## config.mk

```make
export PLATFORM = sky130hd
export DESIGN_NAME = core_line_requester_flat
export DESIGN_NICKNAME = d
export VERILOG_FILES = /design/src/rtl/core_bus_pkg.sv /design/src/rtl/core_line_requester_if.sv /design/src/rtl/line_beat_buffer.sv /design/src/rtl/core_line_requester.sv /design/src/flat_wrapper.sv
export SDC_FILE = /design/constraint.sdc
export NUM_CORES = 2
export LEC_CHECK = 0
export ABC_AREA = 1
export ABC_CLOCK_PERIOD_IN_PS = 62400
export CORE_AREA = 2 2 493 495
export CTS_CLUSTER_SIZE = 14
export DETAILED_ROUTE_END_ITERATION = 8
export DIE_AREA = 0 0 495 497
export HOLD_SLACK_MARGIN = 0.05
export SLEW_MARGIN = 20
export SYNTH_ARGS = -nofsm -noshare
export SYNTH_HDL_FRONTEND = slang
export SYNTH_SLANG_ARGS = --single-unit
```

## constraint.sdc

```tcl
create_clock -name clk -period 62.4 [get_ports clk]
set_input_delay 15.6 -clock clk [delete_from_list [all_inputs] [get_ports clk]]
set_output_delay 15.6 -clock clk [all_outputs]
set_load 0.05 [all_outputs]
```

## src/rtl/core_bus_pkg.sv

```systemverilog
// Shared definitions for the core/cache request bus: tag layout, field
// encodings, line geometry and the line requester state encoding.
package core_bus_pkg;

    localparam int BEATS = 8;

    localparam logic READ  = 1'b1;
    localparam logic WRITE = 1'b0;

    localparam logic [3:0] MEMORY = 4'b0001;
    localparam logic [3:0] MMIO   = 4'b0010;
    localparam logic [3:0] PORT   = 4'b0100;
    localparam logic [3:0] IRQ    = 4'b1000;

    localparam logic DATA  = 1'b1;
    localparam logic INSTR = 1'b0;

    // 13-bit tag as it appears on reqtag/resptag.
    typedef struct packed {
        logic       rw;
        logic [3:0] ttype;
        logic       kind;
        logic [6:0] seq;
    } tag_t;

    typedef enum logic [1:0] {
        S_IDLE  = 2'd0,
        S_ADDR  = 2'd1,
        S_WDATA = 2'd2,
        S_RESP  = 2'd3
    } state_t;

endpackage

```

## src/rtl/core_line_requester_if.sv

```systemverilog
// Core/cache request bus: request channel (core -> cache) and response
// channel (cache -> core), each with its own valid/accept pair.
interface core_line_requester_if #(
    parameter int DATA_WIDTH = 64,
    parameter int TAG_WIDTH  = 13
);
    // A beat transfers on a rising edge where the source's valid (reqcyc or
    // respcyc) and the sink's accept (reqack or respack) are both high; while
    // valid is high and not yet accepted the source holds data and tag stable.
    logic [DATA_WIDTH-1:0] req;
    logic [TAG_WIDTH-1:0]  reqtag;
    logic                  reqcyc;
    logic                  reqack;
    logic [DATA_WIDTH-1:0] resp;
    logic [TAG_WIDTH-1:0]  resptag;
    logic                  respcyc;
    logic                  respack;

    modport master (
        output req, reqtag, reqcyc, respack,
        input  reqack, resp, resptag, respcyc
    );

    modport slave (
        input  req, reqtag, reqcyc, respack,
        output reqack, resp, resptag, respcyc
    );
endinterface

```

## src/rtl/line_beat_buffer.sv

```systemverilog
// BEATS x DATA_WIDTH register file: whole-line load, single-beat write,
// single-beat read mux and flat whole-line view.
module line_beat_buffer #(
    parameter int DATA_WIDTH = 64,
    parameter int BEATS      = 8,
    parameter int IDX_W      = $clog2(BEATS)
) (
    input  logic                        clk,
    input  logic                        reset,
    input  logic                        load,
    input  logic [DATA_WIDTH*BEATS-1:0] line_in,
    input  logic                        wr_en,
    input  logic [IDX_W-1:0]            wr_idx,
    input  logic [DATA_WIDTH-1:0]       wr_data,
    input  logic [IDX_W-1:0]            rd_idx,
    output logic [DATA_WIDTH-1:0]       rd_data,
    output logic [DATA_WIDTH*BEATS-1:0] line_out
);

    logic [DATA_WIDTH-1:0] mem [BEATS];

    // Load has priority so a new transaction never mixes with a stale beat write.
    always_ff @(posedge clk or posedge reset) begin
        if (reset) begin
            for (int i = 0; i < BEATS; i++) mem[i] <= '0;
        end else if (load) begin
            for (int i = 0; i < BEATS; i++) mem[i] <= line_in[i*DATA_WIDTH +: DATA_WIDTH];
        end else if (wr_en) begin
            mem[wr_idx] <= wr_data;
        end
    end

    assign rd_data = mem[rd_idx];

    always_comb begin
        line_out = '0;
        for (int i = 0; i < BEATS; i++) line_out[i*DATA_WIDTH +: DATA_WIDTH] = mem[i];
    end

endmodule

```

## src/rtl/core_line_requester.sv

```systemverilog
// Core-side line read/write initiator for the core/cache request bus.
// Define CORE_REQ_TAGCHECK_EN to drop (and flag) response beats with a wrong tag.
module core_line_requester
    import core_bus_pkg::*;
#(
    parameter int DATA_WIDTH = 64,
    parameter int TAG_WIDTH  = 13,
    parameter int BEATS      = 8
) (
    input  logic                        clk,
    input  logic                        reset,
    input  logic                        rd_req,
    input  logic                        wr_req,
    input  logic                        kind,
    input  logic [63:0]                 addr,
    input  logic [DATA_WIDTH*BEATS-1:0] wr_line,
    output logic                        busy,
    output logic                        rd_done,
    output logic [DATA_WIDTH*BEATS-1:0] rd_line,
    output logic                        wr_done,
    output logic                        tag_err,
    output state_t                      dbg_state,
    core_line_requester_if.master       bus
);

    localparam int CW = $clog2(BEATS);
    localparam int LW = DATA_WIDTH * BEATS;

    state_t                state, state_nx;
    logic [CW-1:0]         cnt;
    logic [6:0]            seq;
    tag_t                  tag_q;
    logic [63:0]           addr_q;
    logic                  rd_done_q, wr_done_q, tag_err_q;
    logic                  cmd_rd, cmd_wr, last, tag_ok, beat_take, wbeat_take;
    logic [DATA_WIDTH-1:0] wbuf_beat, rbuf_beat;
    logic [LW-1:0]         wbuf_line;
    logic                  unused_bits;

    // A simultaneous read and write resolves to the read; the core keeps wr_req up.
    assign cmd_rd     = (state == S_IDLE) && rd_req;
    assign cmd_wr     = (state == S_IDLE) && !rd_req && wr_req;
    assign last       = (cnt == CW'(BEATS - 1));
    assign wbeat_take = (state == S_WDATA) && bus.reqack;
    assign beat_take  = (state == S_RESP) && bus.respcyc && tag_ok;

`ifdef CORE_REQ_TAGCHECK_EN
    assign tag_ok      = (bus.resptag == TAG_WIDTH'(tag_q));
    assign unused_bits = ^{addr[5:0], wbuf_line, rbuf_beat};
`else
    assign tag_ok      = 1'b1;
    assign unused_bits = ^{addr[5:0], wbuf_line, rbuf_beat, bus.resptag};
`endif

    always_ff @(posedge clk or posedge reset) begin
        if (reset) state <= S_IDLE;
        else       state <= state_nx;
    end

    always_comb begin
        state_nx = state;
        case (state)
            S_IDLE:  if (cmd_rd || cmd_wr) state_nx = S_ADDR;
            S_ADDR:  if (bus.reqack) state_nx = (tag_q.rw == READ) ? S_RESP : S_WDATA;
            S_WDATA: if (bus.reqack && last) state_nx = S_IDLE;
            S_RESP:  if (beat_take && last) state_nx = S_IDLE;
            default: state_nx = S_IDLE;
        endcase
    end

    always_comb begin
        busy        = (state != S_IDLE);
        bus.reqcyc  = (state == S_ADDR) || (state == S_WDATA);
        bus.respack = (state == S_RESP) && bus.respcyc;
        bus.reqtag  = busy ? TAG_WIDTH'(tag_q) : '0;
        bus.req     = '0;
        case (state)
            S_ADDR:  bus.req = DATA_WIDTH'(addr_q);
            S_WDATA: bus.req = wbuf_beat;
            default: bus.req = '0;
        endcase
    end

    always_ff @(posedge clk or posedge reset) begin
        if (reset) begin
            cnt       <= '0;
            seq       <= '0;
            tag_q     <= '0;
            addr_q    <= '0;
            rd_done_q <= 1'b0;
            wr_done_q <= 1'b0;
            tag_err_q <= 1'b0;
        end else begin
            rd_done_q <= beat_take && last;
            wr_done_q <= wbeat_take && last;
            tag_err_q <= (state == S_RESP) && bus.respcyc && !tag_ok;
            if (cmd_rd || cmd_wr) begin
                addr_q <= {addr[63:6], 6'b0};
                tag_q  <= '{rw: (cmd_rd ? READ : WRITE), ttype: MEMORY, kind: kind, seq: seq};
                seq    <= seq + 7'd1;
                cnt    <= '0;
            end else if (wbeat_take || beat_take) begin
                cnt <= cnt + CW'(1);
            end
        end
    end

    assign rd_done   = rd_done_q;
    assign wr_done   = wr_done_q;
    assign tag_err   = tag_err_q;
    assign dbg_state = state;

    line_beat_buffer #(.DATA_WIDTH(DATA_WIDTH), .BEATS(BEATS)) u_wbuf (
        .clk      (clk),
        .reset    (reset),
        .load     (cmd_wr),
        .line_in  (wr_line),
        .wr_en    (1'b0),
        .wr_idx   ('0),
        .wr_data  ('0),
        .rd_idx   (cnt),
        .rd_data  (wbuf_beat),
        .line_out (wbuf_line)
    );

    // Read assembly buffer is zeroed when a read starts so no beats of an older line survive.
    line_beat_buffer #(.DATA_WIDTH(DATA_WIDTH), .BEATS(BEATS)) u_rbuf (
        .clk      (clk),
        .reset    (reset),
        .load     (cmd_rd),
        .line_in  ('0),
        .wr_en    (beat_take),
        .wr_idx   (cnt),
        .wr_data  (bus.resp),
        .rd_idx   ('0),
        .rd_data  (rbuf_beat),
        .line_out (rd_line)
    );

endmodule

```

## src/flat_wrapper.sv

```systemverilog
// flat-port wrapper written by rule: the top's interface ports become plain ports
module core_line_requester_flat import core_bus_pkg::*;
#(
    parameter int DATA_WIDTH = 64,
    parameter int TAG_WIDTH  = 13,
    parameter int BEATS      = 8
)
  (clk, reset, rd_req, wr_req, kind, addr, wr_line, busy, rd_done, rd_line, wr_done, tag_err, dbg_state, bus_req, bus_reqtag, bus_reqcyc, bus_respack, bus_reqack, bus_resp, bus_resptag, bus_respcyc);
  core_line_requester_if #(.DATA_WIDTH(DATA_WIDTH), .TAG_WIDTH(TAG_WIDTH)) bus_i ();
  input  logic clk;
  input  logic reset;
  input  logic rd_req;
  input  logic wr_req;
  input  logic kind;
  input  logic [63:0] addr;
  input  logic [DATA_WIDTH*BEATS-1:0] wr_line;
  output logic busy;
  output logic rd_done;
  output logic [DATA_WIDTH*BEATS-1:0] rd_line;
  output logic wr_done;
  output logic tag_err;
  output state_t dbg_state;
  output wire logic [$bits(bus_i.req)-1:0] bus_req;
  output wire logic [$bits(bus_i.reqtag)-1:0] bus_reqtag;
  output wire logic [$bits(bus_i.reqcyc)-1:0] bus_reqcyc;
  output wire logic [$bits(bus_i.respack)-1:0] bus_respack;
  input wire logic [$bits(bus_i.reqack)-1:0] bus_reqack;
  input wire logic [$bits(bus_i.resp)-1:0] bus_resp;
  input wire logic [$bits(bus_i.resptag)-1:0] bus_resptag;
  input wire logic [$bits(bus_i.respcyc)-1:0] bus_respcyc;
  assign bus_req = bus_i.req;
  assign bus_reqtag = bus_i.reqtag;
  assign bus_reqcyc = bus_i.reqcyc;
  assign bus_respack = bus_i.respack;
  assign bus_i.reqack = bus_reqack;
  assign bus_i.resp = bus_resp;
  assign bus_i.resptag = bus_resptag;
  assign bus_i.respcyc = bus_respcyc;
  core_line_requester #(.DATA_WIDTH(DATA_WIDTH), .TAG_WIDTH(TAG_WIDTH), .BEATS(BEATS)) u_core (.clk(clk), .reset(reset), .rd_req(rd_req), .wr_req(wr_req), .kind(kind), .addr(addr), .wr_line(wr_line), .busy(busy), .rd_done(rd_done), .rd_line(rd_line), .wr_done(wr_done), .tag_err(tag_err), .dbg_state(dbg_state), .bus(bus_i));
endmodule
```

==> metrics <==
routed length per instance ~21 µm; cell count of the worst hold path 2; Syn. warnings 0; GPL Wtd Cong a little under 0.9; LEAKAGE 0.0322 µW; CP most frequent cell clkdlybuf4s50_1; worst setup margin roughly 30 ns; reg2reg setup slack 56.94 ns; first-pass GRT wire length roughly 310000 µm; initial DRC count ~3.5k; clock slew at reported path FFs about 0.07 ns; final core utilization 0.281; r2r endpoint u_core.u_rbuf.line_out[397]; r2r startpoint u_core.dbg_state[0]; vias in the first global route approximately 45k; Clock Latency Late Sink 0.77 ns; Detailed Place HPWL 156000 µm; initial core utilization 0.201; remaining global-route overflow 0; CP required around 47 ns; footprint of the multi-input gates between 15000 and 20000 µm²; fin crit period approximately 33 ns; Psw between 1000 and 1500 µW; Critical Path Max Stage Delay 0.89 ns; Die H ~500 µm; Core Footprint 240000 µm²; crit path capture type output pin; actual slew at the worst max-slew pin 1.18 ns; Post-Route WL about 220000 µm; achievable frequency about 30 MHz; total clock sinks ~1.1k; largest net degree at the start of global routing approximately 210; WS Path Type input port to output pin; worst hold path class flip-flop to flip-flop; postcts setup bufs 0; Seq cells post-synth around 1.1k; CTS tree done; RSZ-0062 raised after global routing no; Final Non-Filler Cells 10.3k; Register Area about 28000 µm²; Critical-path top delay cell clkdlybuf4s50_1; DIE AREA around 250000 µm²; Pre-Repair DR Iteration Count 8; Post-Syn Instances a little over 6k; final hold vios 0; Post-Syn Area between 40000 and 50000 µm²; Die X-Extent between 400 and 500 µm; H-tree depth 4; Final setup viols 0; Crit Path Max Fanout 22; arrival time worst endpoint 17.50 ns; Via Count roughly 45k; Fillers ~26k; I/O pins about 1.3k; Clk pwr share 0.261; Num CTS Buffers about 130; most common cell after layout, fill and taps aside nand2_1; worst hold path startpoint u_core.tag_q[8]; row count 180; Critical Path Start Type input port; deepest clock path buffer count 3; Post-DRT Antenna Nets 0; GRT Util Overall 0.170; Sw Share 0.420; sequential power share 0.361; ratio of cells with drive above 1 in the final layout 0.0398; PwrDens about 43 nW/µm²; via density per instance 4.39; reg2reg path depth 10; Slew HR 0.211; sequential cell area fraction in the yosys report 0.573; crit-path cells clkdlybuf4s50_1 > nand2_2 > inv_4 > clkdlybuf4s50_1; clk root buf clkbuf_16; Avg Inst Size Synth approximately 8 µm²; VDD IR-drop max 0.0000237 V; cts hold-fix bufs 0; clock skew ~0.025 ns; placed cells between 10k and 15k; commonest cells after routing, fill and taps aside nand2_1, clkdlybuf4s50_1, dfrtp_1, nand3_1, o21ai_0; fin nets 7711; max_cap viols 0; Endpoint, Worst Hold u_core.tag_q[8]; CTS resizes 0; DRC violations left 0; DP Worst Slack roughly 29 ns; period utilization 0.531; Final Max Slew Viols 0; WHS ~0.46 ns; status completed; synth-to-layout area growth 39.7%; port buffer count 1233; Synth cell types 33; internal power about 1700 µW; initial antenna violation count between 70 and 80; Total Neg Setup Slack 0 ns; Combinational Power Share 0.378
through the flow:
step                total power (µW)  instance area (µm²)
global route                    3120                67500
floorplan                       1770                48300
global placement                2180                63200
finish                          2930                67500
detailed placement              2190                63200
CTS                             2970                67400
power by group through the flow:
stage                     sequential (µW)  combinational (µW)  clock [µW]
after global routing                 1080                1230         814
after global placement               1060                1120           0
after CTS                            1060                1130         786
after floorplan                      1150                 612           0
after detailed placement             1070                1120           0
final                                1060                1110         764
cell type report:
type | count | area share
sequential | 1106 | 0.410
multi-input combinational | 4468 | 0.274
timing repair buffer | 1296 | 0.192
tap | 3185 | 0.0590
clock buffer | 182 | 0.0552
clock inverter | 38 | 0.00671
inverter | 38 | 0.00265
antenna | 35 | 0.00130
flip-flops by register name, summed over array words and instances (netlist names):
name	flops
u_core.wr_done	1
u_core.u_rbuf.line_out	512
u_core.rd_done	1
u_core.cnt	3
u_core.seq	7
u_core.tag_q	10
u_core.u_wbuf.line_out	512
u_core.addr_q	58
u_core.dbg_state	2
how the worst max path moves through the flow:
stage	from	to	slack, ns	cells past startpoint
after floorplan	reset	u_core.addr_q[10]	15.66	1
after global placement	bus_respcyc	bus_respack	29.31	4
after detailed placement	bus_respcyc	bus_respack	29.28	4
after CTS	bus_respcyc	bus_respack	29.28	4
after global routing	bus_respcyc	bus_respack	29.23	4
final	bus_respcyc	bus_respack	29.30	4
cell usage after synthesis, drive strengths merged:
library cell	number	share of area
nor2	15	0.0012
clkbuf	139	0.011
clkinv	1	0.000078
o21ai	533	0.055
nor3	1	0.00010
buf	289	0.033
xor2	3	0.00054
nand3	577	0.060
nand2	3299	0.26
a21oi	7	0.00072
a211oi	2	0.00031
nand4	12	0.0027
conb	1	0.000078
ha	9	0.0023
inv	37	0.0031
nand3b	1	0.00016
a22oi	1	0.00016
o22ai	1	0.00013
xnor2	2	0.00036
dfrtp	1106	0.57
or2	1	0.00013
logic make-up (layout without fill, tap and decap cells):
family | Yosys count | after routing | synth area share
AO/OA/AOI/OAI | 544 | 544 | 0.0565
XOR/XNOR | 5 | 5 | 0.000906
adder cells (fa/ha/maj) | 9 | 9 | 0.00233
buffers and inverters | 466 | 1554 | 0.0469
flip-flops | 1106 | 1106 | 0.573
other | 1 | 39 | 0.0000776
AND/OR/NAND/NOR | 3906 | 3906 | 0.321
critical path, delay by kind of cell:
kind | cells | cell delay (ns)
AND/OR/NAND/NOR | 1 | 0.16
buffers and inverters | 3 | 1.73
layer usage:
layer	wire length, µm	vias up	share of wire	track usage
met3	16200	405	0.075	0.0438
met1	79100	22000	0.37	0.186
met2	110000	1843	0.51	0.302
li1	-	21100	-	-
met4	10400	52	0.048	0.0806
met5	344	-	0.0016	0
No activity file was read; power rests on OpenSTA's default activity.
